### src/rtl/pcounter_chk_fifo.sv
// Generic synchronous first-word-fall-through FIFO; head is visible the cycle after push.
// Backpressure: a push while full is dropped unless a pop happens in the same cycle.
module pcounter_chk_fifo #(
  parameter int W     = 8,
  parameter int DEPTH = 4
) (
  input  logic         clk,
  input  logic         rst,
  input  logic         push,
  input  logic [W-1:0] push_dat,
  input  logic         pop,
  output logic [W-1:0] head_dat,
  output logic         full,
  output logic         empty
);

  localparam int AW = (DEPTH > 1) ? $clog2(DEPTH) : 1;
  localparam logic [AW-1:0] PTR_ONE = 1;
  localparam logic [AW:0]   CNT_ONE = 1;
  localparam logic [AW:0]   CNT_MAX = (AW+1)'(DEPTH);

  logic [W-1:0]  mem [DEPTH];
  logic [AW-1:0] wr_ptr;
  logic [AW-1:0] rd_ptr;
  logic [AW:0]   cnt;
  logic          do_pop;
  logic          do_push;

  assign empty   = (cnt == '0);
  assign full    = (cnt == CNT_MAX);
  assign do_pop  = pop && !empty;
  // A full FIFO still accepts a push when the head leaves in the same cycle.
  assign do_push = push && (!full || do_pop);

  always_ff @(posedge clk) begin
    if (!rst) begin
      wr_ptr <= '0;
      rd_ptr <= '0;
      cnt    <= '0;
    end else begin
      if (do_push) wr_ptr <= wr_ptr + PTR_ONE;
      if (do_pop)  rd_ptr <= rd_ptr + PTR_ONE;
      case ({do_push, do_pop})
        2'b10:   cnt <= cnt + CNT_ONE;
        2'b01:   cnt <= cnt - CNT_ONE;
        default: cnt <= cnt;
      endcase
    end
  end

  always_ff @(posedge clk) begin
    if (do_push) mem[wr_ptr] <= push_dat;
  end

  assign head_dat = empty ? '0 : mem[rd_ptr];

endmodule

### config.mk
export PLATFORM = sky130hd
export DESIGN_NAME = pcounter_chk_fifo
export DESIGN_NICKNAME = d
export VERILOG_FILES = /design/src/rtl/pcounter_chk_fifo.sv
export SDC_FILE = /design/constraint.sdc
export NUM_CORES = 1
export LEC_CHECK = 0
export CAP_MARGIN = 20
export CORE_MARGIN = 1
export CORE_UTILIZATION = 55
export CTS_BUF_LIST = sky130_fd_sc_hd__clkbuf_8
export DETAILED_ROUTE_END_ITERATION = 12
export DONT_BUFFER_PORTS = 1
export PLACE_DENSITY_LB_ADDON = 0.25
export SKIP_CTS_REPAIR_TIMING = 1
export SYNTH_ARGS = -nofsm -noshare
export SYNTH_HDL_FRONTEND = slang
export SYNTH_SLANG_ARGS = --single-unit
### constraint.sdc
create_clock -name clk -period 2.1 [get_ports clk]
set_input_delay 0.525 -clock clk [delete_from_list [all_inputs] [get_ports clk]]
set_output_delay 0.525 -clock clk [all_outputs]
set_load 0.05 [all_outputs]
==> Word level (Yosys, flattened, before mapping) <==
Memory sizes are Yosys's and may differ from the RTL's. A register that Yosys moved wholly into a read port is not among the register bits.
Index checks and enable logic that the tools add are counted.
{ "classes": {"n_addsub": 4, "n_eq_ne": 3, "mux": 6, "n_reduce_logical": 7} }
{ "op_table": {"columns": ["operator", "n"], "rows": [
  ["$mux 8", 1],
  ["$pmux 3 s2", 1],
  ["$add 2x1->2 const B", 2],
  ["$mux 2", 2],
  ["$add 3x1->3 const B", 1],
  ["$eq 3x3->1 const B", 1],
  ["$logic_not 3->1", 1],
  ["$sub 3x1->3 const B", 1],
  ["$eq 2x1->1 const B", 1],
  ["$eq 2x2->1 const B", 1],
  ["$logic_and 1x1->1", 2],
  ["$logic_not 1->1", 2],
  ["$mux 1", 2],
  ["$reduce_bool 2->1", 1],
  ["$logic_or 1x1->1", 1]
]} }
{ "totals": {"register_bits": 7, "ram_bits": 32, "input_bits": 12, "out_inout_bits": 10, "n_memories": 1} }
{ "memory_table": {"columns": ["memory", "depth", "word_bits", "read_ports", "rd_ports_with_merged_regs", "write_ports", "line_no", "text"], "rows": [
  ["mem", 4, 8, 1, 1, 1, "22", "logic [W-1:0] mem [DEPTH];"]
]} }

==> Depth between registers and ports, before layout <==
{ "logic_depth": {"word_depth": 7, "depth_mapped": 7, "ltp_nobuf": 6} }

==> Worst setup path after synthesis <==
Ideal clock, no wire load.
{ "synth_timing": {"kind": "register to output", "startpoint": "register cnt[1]", "endpoint": "output port head_dat[0]", "arrival_ps": 1809, "t_required_ps": 1575, "setup_slack_ps": -234, "path_stages_with_launch": 4, "path_cell_list": "dfxtp_1 -> buf_2 -> nor3_2 -> nor2b_1"} }
{ "synth_via": {"elab_chain_len": 2} }
{ "synth_rtl": {"columns": ["element", "line_no", "text"], "rows": [
  ["start, declared", "25", "logic [AW:0] cnt;"],
  ["start signal, assigned", "44", "2'b10: cnt <= cnt + CNT_ONE;"],
  ["start signal, assigned", "45", "2'b01: cnt <= cnt - CNT_ONE;"],
  ["start signal, assigned", "46", "default: cnt <= cnt;"],
  ["$logic_not 3->1", "29", "assign empty = (cnt == '0);"],
  ["named net empty", "14", "output logic empty"],
  ["$mux 8", "55", "assign head_dat = empty ? '0 : mem[rd_ptr];"],
  ["end, declared", "12", "output logic [W-1:0] head_dat,"]
]} }
The timed path passes the listed nets, and every way through them passes these cells.

==> flow_metrics.tcl <==
set metrics [dict create \
    first_pass_iters 4 \
    r2r_cells 3 \
    synthTopCellsByArea "edfxtp_1, dfxtp_1, mux4_2, ha_1, nor2b_1" \
    antenna_found_initial 0 \
    crit_required_ps 1570 \
    rsz0062_at_grt "yes" \
    die_h_um 59.4 \
    max_freq_ghz 0.481 \
    routed_via_density 5.45 \
    yosysWarnings 0 \
    fin_skew_ps 8.33 \
    insertion_delay_ps 290 \
    cp.buffers_inverters 2 \
    synth.distinct_cells 34 \
    cts_tree "done" \
    crit_chain "buf_12, mux4_2, nor2b_4, buf_6" \
    area_delta_synth_final_pct 16.0 \
    tightest_slew_ps 489 \
    worst-setup-path-type "flip-flop to primary output" \
    die_area_sq_um 3520 \
    finish.utilization_pct 68.2 \
    hpwl_um 1960 \
    intPower_uw 1570 \
    seq_area_frac_synth_pct 63.1 \
    io_pins 22 \
    synth_seq_cells 41 \
    slowest_delay_ps 500 \
    initial_utilization_pct 58.8 \
    cts_buffers 5 \
    yosys.area.top_type "edfxtp_1" \
    initialDrtViolationCount 29 \
    hold_class "primary input to flip-flop" \
    ir_drop_uv 462 \
    pwr-share-clk_pct 27.4 \
    grtUsageTotal_pct 18.8 \
    cp.arrival_ps 1560 \
    finalMaxSlewViolations 0 \
    synthesis.nets 135 \
    die_w_um 59.4 \
    maxCapViolCount 0 \
    synth_top_area_share_pct 53.1 \
    nets 146 \
    combinationalPowerShare_pct 28.5 \
    routabilityCongestion 0.677 \
    synth_area_sq_um 1810 \
    switching_share_pct 29.9 \
    core_area_sq_um 3080 \
    wirelength_um 2840 \
    power_density_nw_per_um2 1060 \
    grt_pass1_wl_um 4510 \
    drive_above_1_share_pct 29.2 \
    h-tree-depth 2 \
    total_power_uw 2230 \
    grt_pass1_vias 991 \
    endpoint_kind "primary output" \
    synthCells 118 \
    clk_path_buf_depth 2 \
    route.detailed.drc 0 \
    hold_violations 0 \
    cp_max_fo 8 \
    hold_path_depth 0 \
    switching_power_uw 669 \
    critPathSlowestCell "mux4_2" \
    min_period_ps 2080 \
    io_buffers 0 \
    cts.clk_slew.worst_paths_ps 80 \
    max_slew_margin_pct 67.7 \
    antenna_cells 0 \
    post-route-period-util_pct 99.1 \
    final_cell_mix "edfxtp_1, inv_1, mux4_2, dfxtp_1, buf_6" \
    seqPwrFrac_pct 44.1 \
    vias 949 \
    synth_area_per_cell_sq_um 15.3 \
    cts_sinks 41 \
    grt_max_degree 14 \
    finalSetupViolCount 0 \
    cp.depth 4 \
    startpoint_type "flip-flop" \
    root_buffer "clkbuf_8" \
    power_leakage_uw 0.000733 \
    grt_remaining_overflow 0 \
    antenna_left 0 \
    wl_per_cell_um 16.3 \
    path_delay_family "multiplexers" \
    outcome "completed" \
    final_common_cell "edfxtp_1" \
    row_count 20 \
]
[worst register-to-register path: stages, from the launching register on]
cell	delay, ps
dfxtp_1	560
nor2_2	100
a31oi_2	360
and2_1	470
[area by class of cell]
class	instances	area, sq um
clock inverter	3	41.3
tap	44	55.1
multi-input combinational	62	624
inverter	8	30.0
sequential	41	1140
timing repair buffer	11	138
fill	216	978
clock buffer	5	68.8
[registers in the layout (all words and copies together), names as in the netlist, named ones only]
signal and count:
rd_ptr 2, mem 32, cnt 3, wr_ptr 2
[layer usage]
metal	GRT usage, %	wire [um]	up-vias	share of wire [%]
li1	-	-	453	-
met1	20.4	1170	464	41
met2	32.3	1460	28	51
met3	8.30	187	4	6.6
met4	7.14	24	0	0.84
met5	0	0	-	0
[per-stage QoR]
| stage | setup TNS, ps | setup WS (ps) | area [sq um] | cells | hold WS, ps |
|---|---|---|---|---|---|
| 6_report | 0 | 19.3 | 2100 | 174 | 320 |
| 3_5_place_dp | 0 | 238 | 1910 | 165 | 498 |
| 3_3_place_gp | 0 | 258 | 1910 | 165 | 478 |
| 2_1_floorplan | 0 | 121 | 1820 | 118 | 468 |
| 5_1_grt | -165 | -25.5 | 2100 | 174 | 304 |
| 4_1_cts | -537 | -80.2 | 2020 | 173 | 319 |
[logic make-up (layout without fill, tap and decap cells)]
| group | Yosys count | count (layout) | share of synthesized area, % |
|---|---|---|---|
| buffers and inverters | 15 | 27 | 4.43 |
| adders and majority gates | 5 | 5 | 3.87 |
| xor gates and xnor gates | 4 | 4 | 1.94 |
| AOI/OAI and AO/OA | 12 | 12 | 5.32 |
| muxes | 10 | 10 | 11.1 |
| DFF | 41 | 41 | 63.1 |
| and+or+nand+nor | 31 | 31 | 10.3 |
[worst paths after layout]
kind	startpoint	end	slack, ps
worst max-delay path	flip-flop	head_dat[3]	20
worst min register to register	wr_ptr[1]	wr_ptr[1]	500
worst max register to register	cnt[0]	mem[2][3]	270
worst min-delay path	push_dat[1]	mem[2][1]	320
[cells in the mapped netlist]
cell,instances
edfxtp_1,32
dfxtp_1,9
inv_1,8
mux4_2,8
nor2b_1,8
and2_1,5
nand2_1,5
ha_1,4
nor2_1,4
buf_2,3
xor2_1,3
a21oi_1,2
buf_6,2
mux2i_1,2
nand2b_1,2
nand3_1,2
o211ai_1,2
a31oi_1,1
a31oi_2,1
buf_4,1
clkbuf_2,1
fa_1,1
nand3b_4,1
nor2_2,1
nor3_2,1
o2111ai_1,1
o21ai_0,1
o21ba_2,1
o21bai_1,1
o311ai_1,1
o31ai_2,1
or2_2,1
or3_1,1
xnor2_1,1
[power groups by stage]
stage               Clock (uW)  Sequential, uW  Combinational [uW]
floorplan                    0             965                 454
global placement             0            1000                 531
detailed placement           0            1000                 541
CTS                        619             985                 543
global route               655             995                 677
finish                     612             987                 636
Power figures use the tool's default switching activity.
